`src/rtl/arithmetic_logic_unit_controller_if.sv`:
```
// Control bus between the ALU sequencer and its datapath.
// The master end is the sequencer; the slave end is the datapath.
interface arithmetic_logic_unit_controller_if;
   logic [15:0] IROut;
   logic [3:0]  FlagsOut;
   logic [1:0]  MuxASel;
   logic [1:0]  MuxBSel;
   logic        MuxCSel;
   logic [2:0]  RF_OutASel;
   logic [2:0]  RF_OutBSel;
   logic [2:0]  RF_FunSel;
   logic [3:0]  RF_RegSel;
   logic [3:0]  RF_ScrSel;
   logic [4:0]  ALU_FunSel;
   logic        ALU_WF;
   logic [1:0]  ARF_OutCSel;
   logic [1:0]  ARF_OutDSel;
   logic [2:0]  ARF_FunSel;
   logic [2:0]  ARF_RegSel;
   logic        IR_LH;
   logic        IR_Write;
   logic        Mem_WR;
   logic        Mem_CS;
   logic [2:0]  State;
   logic        InstrDone;

   modport master (
      input  IROut, FlagsOut,
      output MuxASel, MuxBSel, MuxCSel,
      output RF_OutASel, RF_OutBSel, RF_FunSel,
      output RF_RegSel, RF_ScrSel,
      output ALU_FunSel, ALU_WF,
      output ARF_OutCSel, ARF_OutDSel,
      output ARF_FunSel, ARF_RegSel,
      output IR_LH, IR_Write, Mem_WR, Mem_CS,
      output State, InstrDone
   );

   modport slave (
      output IROut, FlagsOut,
      input  MuxASel, MuxBSel, MuxCSel,
      input  RF_OutASel, RF_OutBSel, RF_FunSel,
      input  RF_RegSel, RF_ScrSel,
      input  ALU_FunSel, ALU_WF,
      input  ARF_OutCSel, ARF_OutDSel,
      input  ARF_FunSel, ARF_RegSel,
      input  IR_LH, IR_Write, Mem_WR, Mem_CS,
      input  State, InstrDone
   );
endinterface

```
`src/rtl/arithmetic_logic_unit_controller.sv`:
```
// Moore sequencer for a small 16-bit ALU datapath (fetch, 1-2 exec states).
// Define ALU_CTRL_HALT_EN to make opcode 0xF a halting HLT.
module arithmetic_logic_unit_controller (
   input logic Clock,
   input logic Reset,
   arithmetic_logic_unit_controller_if.master bus
);
   typedef enum logic [2:0] {
      FETCH_L = 3'd0,
      FETCH_H = 3'd1,
      EXEC1   = 3'd2,
      EXEC2   = 3'd3,
      HALT    = 3'd4
   } state_t;

   localparam logic [3:0] OP_BRA = 4'h0;
   localparam logic [3:0] OP_BNE = 4'h1;
   localparam logic [3:0] OP_LDI = 4'h2;
   localparam logic [3:0] OP_ADD = 4'h3;
   localparam logic [3:0] OP_LD  = 4'h4;
   localparam logic [3:0] OP_ST  = 4'h5;
   localparam logic [3:0] OP_HLT = 4'hF;

   localparam logic [2:0] FUN_LOAD = 3'b010;
   localparam logic [2:0] FUN_INC  = 3'b001;
   localparam logic [2:0] SEL_PC   = 3'b100;
   localparam logic [2:0] SEL_AR   = 3'b010;
   localparam logic [1:0] OUTD_PC  = 2'b00;
   localparam logic [1:0] OUTD_AR  = 2'b01;
   localparam logic [4:0] ALU_ADD  = 5'b10100;
   localparam logic [4:0] ALU_PASS = 5'b10000;

   state_t     state;
   logic [3:0] opcode;
   logic [1:0] rx;
   logic [1:0] ry;
   logic [3:0] rx_hot;
   logic       unused;

   assign opcode = bus.IROut[15:12];
   assign rx     = bus.IROut[11:10];
   assign ry     = bus.IROut[9:8];
   assign rx_hot = 4'b1000 >> rx;
   assign unused = ^{bus.IROut[7:0], bus.FlagsOut[2:0]};

   assign bus.State = state;

   always_ff @(posedge Clock) begin
      if (!Reset) begin
         state <= FETCH_L;
      end else begin
         case (state)
            FETCH_L: state <= FETCH_H;
            FETCH_H: state <= EXEC1;
            EXEC1: begin
               if (opcode == OP_LD || opcode == OP_ST)
                  state <= EXEC2;
`ifdef ALU_CTRL_HALT_EN
               else if (opcode == OP_HLT)
                  state <= HALT;
`endif
               else
                  state <= FETCH_L;
            end
            EXEC2: state <= FETCH_L;
`ifdef ALU_CTRL_HALT_EN
            HALT:  state <= HALT;
`endif
            default: state <= FETCH_L;
         endcase
      end
   end

   // Reset gates every strobe so nothing writes while Reset is low.
   always_comb begin
      bus.MuxASel     = 2'b00;
      bus.MuxBSel     = 2'b00;
      bus.MuxCSel     = 1'b0;
      bus.RF_OutASel  = 3'b000;
      bus.RF_OutBSel  = 3'b000;
      bus.RF_FunSel   = 3'b000;
      bus.RF_RegSel   = 4'b0000;
      bus.RF_ScrSel   = 4'b0000;
      bus.ALU_FunSel  = 5'b00000;
      bus.ALU_WF      = 1'b0;
      bus.ARF_OutCSel = 2'b00;
      bus.ARF_OutDSel = 2'b00;
      bus.ARF_FunSel  = 3'b000;
      bus.ARF_RegSel  = 3'b000;
      bus.IR_LH       = 1'b0;
      bus.IR_Write    = 1'b0;
      bus.Mem_WR      = 1'b0;
      bus.Mem_CS      = 1'b1;
      bus.InstrDone   = 1'b0;
      if (Reset) begin
         case (state)
            FETCH_L, FETCH_H: begin
               bus.ARF_OutDSel = OUTD_PC;
               bus.Mem_CS      = 1'b0;
               bus.IR_Write    = 1'b1;
               bus.IR_LH       = (state == FETCH_H);
               bus.ARF_RegSel  = SEL_PC;
               bus.ARF_FunSel  = FUN_INC;
            end
            EXEC1: begin
               bus.InstrDone = 1'b1;
               case (opcode)
                  OP_BRA: begin
                     bus.MuxBSel    = 2'b11;
                     bus.ARF_RegSel = SEL_PC;
                     bus.ARF_FunSel = FUN_LOAD;
                  end
                  OP_BNE: begin
                     if (!bus.FlagsOut[3]) begin
                        bus.MuxBSel    = 2'b11;
                        bus.ARF_RegSel = SEL_PC;
                        bus.ARF_FunSel = FUN_LOAD;
                     end
                  end
                  OP_LDI: begin
                     bus.MuxASel   = 2'b11;
                     bus.RF_RegSel = rx_hot;
                     bus.RF_FunSel = FUN_LOAD;
                  end
                  OP_ADD: begin
                     bus.RF_OutASel = {1'b0, rx};
                     bus.RF_OutBSel = {1'b0, ry};
                     bus.ALU_FunSel = ALU_ADD;
                     bus.ALU_WF     = 1'b1;
                     bus.MuxASel    = 2'b00;
                     bus.RF_RegSel  = rx_hot;
                     bus.RF_FunSel  = FUN_LOAD;
                  end
                  OP_LD, OP_ST: begin
                     bus.InstrDone  = 1'b0;
                     bus.MuxBSel    = 2'b11;
                     bus.ARF_RegSel = SEL_AR;
                     bus.ARF_FunSel = FUN_LOAD;
                  end
                  default: ;
               endcase
            end
            EXEC2: begin
               bus.InstrDone = 1'b1;
               if (opcode == OP_LD) begin
                  bus.ARF_OutDSel = OUTD_AR;
                  bus.Mem_CS      = 1'b0;
                  bus.MuxASel     = 2'b10;
                  bus.RF_RegSel   = rx_hot;
                  bus.RF_FunSel   = FUN_LOAD;
               end else if (opcode == OP_ST) begin
                  bus.ARF_OutDSel = OUTD_AR;
                  bus.RF_OutASel  = {1'b0, rx};
                  bus.ALU_FunSel  = ALU_PASS;
                  bus.MuxCSel     = 1'b0;
                  bus.Mem_CS      = 1'b0;
                  bus.Mem_WR      = 1'b1;
               end
            end
            default: ;
         endcase
      end
   end
endmodule

```
`src/flat_wrapper.sv`:
```
// flat-port wrapper written by rule: the top's interface ports become plain ports
module arithmetic_logic_unit_controller_flat 
  (Clock, Reset, bus_IROut, bus_FlagsOut, bus_MuxASel, bus_MuxBSel, bus_MuxCSel, bus_RF_OutASel, bus_RF_OutBSel, bus_RF_FunSel, bus_RF_RegSel, bus_RF_ScrSel, bus_ALU_FunSel, bus_ALU_WF, bus_ARF_OutCSel, bus_ARF_OutDSel, bus_ARF_FunSel, bus_ARF_RegSel, bus_IR_LH, bus_IR_Write, bus_Mem_WR, bus_Mem_CS, bus_State, bus_InstrDone);
  arithmetic_logic_unit_controller_if bus_i ();
  input logic Clock;
  input logic Reset;
  input wire logic [$bits(bus_i.IROut)-1:0] bus_IROut;
  input wire logic [$bits(bus_i.FlagsOut)-1:0] bus_FlagsOut;
  output wire logic [$bits(bus_i.MuxASel)-1:0] bus_MuxASel;
  output wire logic [$bits(bus_i.MuxBSel)-1:0] bus_MuxBSel;
  output wire logic [$bits(bus_i.MuxCSel)-1:0] bus_MuxCSel;
  output wire logic [$bits(bus_i.RF_OutASel)-1:0] bus_RF_OutASel;
  output wire logic [$bits(bus_i.RF_OutBSel)-1:0] bus_RF_OutBSel;
  output wire logic [$bits(bus_i.RF_FunSel)-1:0] bus_RF_FunSel;
  output wire logic [$bits(bus_i.RF_RegSel)-1:0] bus_RF_RegSel;
  output wire logic [$bits(bus_i.RF_ScrSel)-1:0] bus_RF_ScrSel;
  output wire logic [$bits(bus_i.ALU_FunSel)-1:0] bus_ALU_FunSel;
  output wire logic [$bits(bus_i.ALU_WF)-1:0] bus_ALU_WF;
  output wire logic [$bits(bus_i.ARF_OutCSel)-1:0] bus_ARF_OutCSel;
  output wire logic [$bits(bus_i.ARF_OutDSel)-1:0] bus_ARF_OutDSel;
  output wire logic [$bits(bus_i.ARF_FunSel)-1:0] bus_ARF_FunSel;
  output wire logic [$bits(bus_i.ARF_RegSel)-1:0] bus_ARF_RegSel;
  output wire logic [$bits(bus_i.IR_LH)-1:0] bus_IR_LH;
  output wire logic [$bits(bus_i.IR_Write)-1:0] bus_IR_Write;
  output wire logic [$bits(bus_i.Mem_WR)-1:0] bus_Mem_WR;
  output wire logic [$bits(bus_i.Mem_CS)-1:0] bus_Mem_CS;
  output wire logic [$bits(bus_i.State)-1:0] bus_State;
  output wire logic [$bits(bus_i.InstrDone)-1:0] bus_InstrDone;
  assign bus_i.IROut = bus_IROut;
  assign bus_i.FlagsOut = bus_FlagsOut;
  assign bus_MuxASel = bus_i.MuxASel;
  assign bus_MuxBSel = bus_i.MuxBSel;
  assign bus_MuxCSel = bus_i.MuxCSel;
  assign bus_RF_OutASel = bus_i.RF_OutASel;
  assign bus_RF_OutBSel = bus_i.RF_OutBSel;
  assign bus_RF_FunSel = bus_i.RF_FunSel;
  assign bus_RF_RegSel = bus_i.RF_RegSel;
  assign bus_RF_ScrSel = bus_i.RF_ScrSel;
  assign bus_ALU_FunSel = bus_i.ALU_FunSel;
  assign bus_ALU_WF = bus_i.ALU_WF;
  assign bus_ARF_OutCSel = bus_i.ARF_OutCSel;
  assign bus_ARF_OutDSel = bus_i.ARF_OutDSel;
  assign bus_ARF_FunSel = bus_i.ARF_FunSel;
  assign bus_ARF_RegSel = bus_i.ARF_RegSel;
  assign bus_IR_LH = bus_i.IR_LH;
  assign bus_IR_Write = bus_i.IR_Write;
  assign bus_Mem_WR = bus_i.Mem_WR;
  assign bus_Mem_CS = bus_i.Mem_CS;
  assign bus_State = bus_i.State;
  assign bus_InstrDone = bus_i.InstrDone;
  arithmetic_logic_unit_controller u_core (.Clock(Clock), .Reset(Reset), .bus(bus_i));
endmodule
```
`config.mk`:
```
export PLATFORM = sky130hd
export DESIGN_NAME = arithmetic_logic_unit_controller_flat
export DESIGN_NICKNAME = d
export VERILOG_FILES = /design/src/rtl/arithmetic_logic_unit_controller_if.sv /design/src/rtl/arithmetic_logic_unit_controller.sv /design/src/flat_wrapper.sv
export SDC_FILE = /design/constraint.sdc
export NUM_CORES = 1
export LEC_CHECK = 0
export ABC_AREA = 1
export CORE_UTILIZATION = 25
export CTS_CLUSTER_SIZE = 12
export DETAILED_ROUTE_END_ITERATION = 6
export PLACE_DENSITY = 0.81
export SKIP_LAST_GASP = 1
export SLEW_MARGIN = 20
export SYNTH_ARGS = -nofsm -noshare
export SYNTH_HDL_FRONTEND = slang
export SYNTH_SLANG_ARGS = --single-unit
```
`constraint.sdc`:
```
create_clock -name Clock -period 1.3 [get_ports Clock]
set_input_delay 0.13 -clock Clock [delete_from_list [all_inputs] [get_ports Clock]]
set_output_delay 0.13 -clock Clock [all_outputs]
set_load 0.05 [all_outputs]
```
==> metrics, run 1 <==
status complete, but fails checks; failing checks setup timing; Setup violations, final 24; Post-synth EDFFs 0; Post-synth ARST share 0; sequential-to-total area share from yosys stat 0.0780; Die Y 47.3 um; first-pass GRT wire length 3.92 mm; row cnt 16; routed vias/inst 4.50; Synth Flop Type dfxtp_1; IO Count 68; Pins Over Slew Limit 0; worst skew pair latency 0.22 ns; die area 0.00224 mm2; Worst EP required 1.17 ns; VDD IR max 0.000673 V; Comb pwr share 0.714; Num CTS Buffers 3; synthesis-stage register bit count 2; CP Class register to output pin; CP max-delay cell dfxtp_4; WL per Instance 18.0 um; YS warnings 0; synth top area cells buf_4 31%, inv_1 13%, nor2_1 13%; Worst-path clk slew 0.03 ns; Max Cap Viol 0; vias in the first global route 766; Hold WC Path Type input pin to register; pin count of the biggest net entering global routing 6; Total GRT Usage 0.260; Sw Pwr 396 uW; count of different cell masters after synthesis 18; Int Pwr 361 uW; # hold bufs at CTS 0; Crit path top cell by count nand2_2; DRC Markers 0; Die W 47.3 um; Max Fanout on Critical Path 5; clock buffer depth 2; Worst Skew 0.00207 ns; worst reg-to-reg setup slack 0.22 ns; core area 0.00194 mm2; Net Sw Frac 0.523; Pleak 0.000752 uW; Synth top area share 0.307; fmax 652 MHz; PwrDens 471 mW/mm2; H-tree depth 1; ant diodes 0; final hold vios 0; via count 819; NumNets Final 179; Post-DP Area 0.00138 mm2; Synth top cells by count 21 x buf_4, 18 x inv_1, 18 x nor2_1; Highest Signal Layer met4; CTS tree yes; critical path endpoint category output pin; Yosys top cell by area buf_4; Routed met1 length 1.27 mm; initial antenna violation count 0; sequential power share 0.107; GR Overflow Total 0; routed wl met3 278 um; Avg Inst Size Synth 5.46 um2; share of cells above drive strength 1 0.684; met2 WL post-DR 1.70 mm; RSZ-0062 raised after global routing true; final worst-path cycle share 1.18; CTS sink cnt 2; clock period minus worst slack 1.53 ns; cell area after layout 0.00161 mm2; crit path DAT 1.40 ns; GP Congestion 0.863; DP HPWL 1.83 mm; crit path setup slack, layout -0.233 ns; P&R area growth vs syn 214%; DRT Wirelength 3.27 mm; most common cell in the synthesized netlist buf_4; Routed Antenna Nets 0; Initial DRC Count 7; Starting Density 0.264; Final Util 0.829; PortBufs 38; mapped cell area 513 um2; router iterations before antenna repair 4; Critical Path Start Type register; cell count after synthesis 94; crit-path cells nand2_2 -> nor2_2 -> nand2_2 -> nand3_4 -> nand2_4 -> nor2_4 -> buf_12; max FFs per register 2; clock network fraction of total power 0.179; max incr delay on CP 0.39 ns; Clock Tree Root clkbuf_4; final hold slack 0.532 ns
==> power groups by stage <==
stage	clock network [uW]	logic, uW	registers [uW]
2_1_floorplan	0	291	94.5
4_1_cts	148	488	77.6
5_1_grt	149	559	81.4
6_report	136	541	81.3
3_5_place_dp	0	450	79.5
3_3_place_gp	0	443	78.6
==> final cells by class <==
cell class                      count  area [um2]
Sequential cell                     2        47.5
Tap cell                           27        33.8
Clock buffer                        3        22.5
Multi-Input combinational cell     68         554
Fill cell                         102         333
Timing Repair Buffer               62         860
Inverter                           20        91.3
==> layer usage <==
metal / GRT usage / vias up
met2: 0.427 / 51
li1: - / 365
met1: 0.287 / 401
met3: 0.108 / 2
met5: 0 / -
met4: 0.131 / 0
==> stage by stage <==
stage | worst slack, ns | instances | total power (uW) | TNS [ns]
global route | -0.286 | 182 | 789 | -4.74
finish | -0.233 | 182 | 758 | -3.53
detailed placement | -0.412 | 171 | 530 | -7.68
global placement | -0.319 | 171 | 521 | -5.71
CTS | -0.222 | 178 | 714 | -2.74
floorplan | -0.336 | 111 | 386 | -2.67
==> worst max-delay path: cells and delay by family (launching register included) <==
family | cells | cell delay (ns)
buf+inv | 1 | 0.14
flops | 1 | 0.39
simple gates | 6 | 0.64
==> cells in the final DEF (no fill, tap or decap), drive strengths merged, types with 2 or more instances in the layout <==
cell,n
clkdlybuf4s50,4
clkdlybuf4s15,2
o21ai,2
dfxtp,2
nand3,4
inv,17
conb,18
nand2,18
buf,52
nor2,20
nand4,2
clkinvlp,3
clkbuf,3
dlygate4sd2,4
==> cell families after synthesis <==
logic type / share of synthesized area
flip-flops: 0.0781
other: 0.00731
AND/OR/NAND/NOR: 0.398
AO/OA/AOI/OAI: 0.0634
buffers and inverters: 0.454
==> path summary, 6_finish.rpt <==
kind | from | endpoint | depth (start not counted)
worst min register to register | u_core.bus.State[0] | u_core.bus.State[1] | 4
worst max-delay path | u_core.bus.State[0] | bus_RF_RegSel[0] | 7
worst max register to register | u_core.bus.State[1] | u_core.bus.State[1] | 5
worst min-delay path | bus_IROut[14] | u_core.bus.State[0] | 4
==> timing repair <==
item / CTS / global route
hold endpoints to repair: 0 / 0
setup endpoints to repair: 26 / 26
setup buffers: 4 / 4
resized for setup: 35 / 16
pin swaps: 20 / 11
(Power assumes the default switching activity.)
==> inputs of run 2 (changes only) <==
--- a/config.mk
+++ b/config.mk
@@ -6,10 +6,11 @@
 export NUM_CORES = 1
 export LEC_CHECK = 0
 export ABC_AREA = 1
+export CORE_MARGIN = 2
 export CORE_UTILIZATION = 25
 export CTS_CLUSTER_SIZE = 12
 export DETAILED_ROUTE_END_ITERATION = 6
-export PLACE_DENSITY = 0.81
+export PLACE_DENSITY = 0.85
 export SKIP_LAST_GASP = 1
 export SLEW_MARGIN = 20
 export SYNTH_ARGS = -nofsm -noshare
==> run 2 against run 1 <==
Highest routed layer unchanged. Via count rose by 5.3%. Final area rose by 2.3%. The run still ends with setup timing left. Fmax fell by 2.8%.
==> metrics, run 2 (synthesized netlist as in run 1, its figures left out) <==
IO Count 68; Total GRT Usage 0.269; first-pass GRT wire length 4.86 mm; commonest non-fill, non-tap cells in the layout 28 x buf_12, 18 x nor2_4, 18 x conb_1; worst skew pair latency 0.24 ns; failing checks setup timing; PortBufs 38; total power 792 uW; commonest non-fill, non-tap cell in the layout buf_12; Worst EP required 1.17 ns; Crit path top cell by count nor2_4; max FFs per register 2; GR Overflow Total 0; met2 track demand over resource 0.459; Buf+Inv Stages, Crit Path 2; pin count of the biggest net entering global routing 6; Starting Density 0.264; GP Congestion 0.871; fmax 634 MHz; die area 0.00243 mm2; Setup violations, final 25; Pleak 0.000757 uW; CP Class register to output pin; critical path endpoint category output pin; cell family with the largest share of critical-path delay simple AND/OR/NAND/NOR gates; initial antenna violation count 0; clock period minus worst slack 1.58 ns; crit path DAT 1.45 ns; VDD IR max 0.000789 V; status complete, but fails checks; ant diodes 0; DRT Wirelength 3.38 mm; PwrDens 481 mW/mm2; crit path setup slack, layout -0.276 ns; WL per Instance 18.5 um; H-tree depth 1; Max Cap Viol 0; Max Fanout on Critical Path 5; core area 0.00194 mm2; Worst-path clk slew 0.04 ns; DP HPWL 2.10 mm; Initial DRC Count 18; routed vias/inst 4.74; DRC Markers 0; CTS tree yes; Pins Over Slew Limit 0; CP max-delay cell dfxtp_4; met3 Usage GRT 0.0613; Clock Tree Root clkbuf_4; final worst-path cycle share 1.21; Num CTS Buffers 3; RSZ-0062 raised after global routing true; crit-path cells inv_4 -> nor2_4 -> nand4_4 -> nand3_4 -> nand2_4 -> nor2_4 -> buf_12; share of cells above drive strength 1 0.710; final hold vios 0; via count 862; Critical Path Start Type register; Die W 49.3 um; vias in the first global route 816; global route hottest layer met2; clock buffer depth 2; Hold WC Path Type input pin to register; row cnt 16; P&R area growth vs syn 221%; final hold slack 0.414 ns; max incr delay on CP 0.40 ns; Worst Skew 0.00530 ns; Routed Antenna Nets 0; NumNets Final 179; CTS sink cnt 2; M1 GR Usage 0.330; router iterations before antenna repair 5; Die Y 49.3 um
## run 2: cell types whose count changed in the layout (fill, tap and decap cells not counted), sizes merged
cell	previous run	this run
buf	52	51
dlygate4sd2	4	2
clkbuf	3	4
clkdlybuf4s15	2	4
## run 2: area by class of cell
type                       count  area, um2
clock buffer                   3       22.5
fill                          90        297
inverter                      20       91.3
multi-input combinational     68        566
sequential                     2       47.5
tap                           27       33.8
timing repair buffer          62        885
## run 2: worst paths after layout
kind	from	end	slack, ns	cells after the start
setup / recovery	u_core.bus.State[1]	bus_RF_RegSel[2]	-0.28	7
hold / removal	bus_IROut[14]	u_core.bus.State[0]	0.41	3
setup reg to reg	u_core.bus.State[1]	u_core.bus.State[1]	0.13	5
hold reg to reg	u_core.bus.State[1]	u_core.bus.State[0]	0.57	1
## run 2: repair_timing
action / 4_1_cts / 5_1_grt
resized for setup: 39 / 22
buffers inserted: 6 / 3
setup endpoints to repair: 26 / 26
hold buffers: 0 / 0
pin swaps: 19 / 17
## run 2: report_power, final
part / switching (uW) / internal, uW
sequential: 14.9 / 67.3
combinational: 355 / 200
clock: 50.8 / 103
## run 2: tightest hold or removal path, delay by kind of cell
kind	cells	cell delay, ns
buf+inv	1	0.23
simple gates	1	0.13
compound gates	1	0.10
## run 2: through the flow
step	TNS (ns)	std cells	instance area (um2)	setup WS, ns	utilization
after floorplan	-2.67	111	741	-0.336	-
after global placement	-5.46	171	1380	-0.341	0.710
after detailed placement	-8.91	171	1380	-0.510	0.710
after global routing	-4.76	182	1650	-0.309	0.847
final	-4.03	182	1650	-0.276	0.847
after CTS	-2.47	180	1550	-0.174	0.796
## run 2: routing by layer
| layer | up-vias | part of all wire |
|---|---|---|
| li1 | 369 | - |
| met1 | 406 | 0.40 |
| met2 | 73 | 0.48 |
| met3 | 14 | 0.082 |
| met4 | 0 | 0.033 |
| met5 | - | 0 |
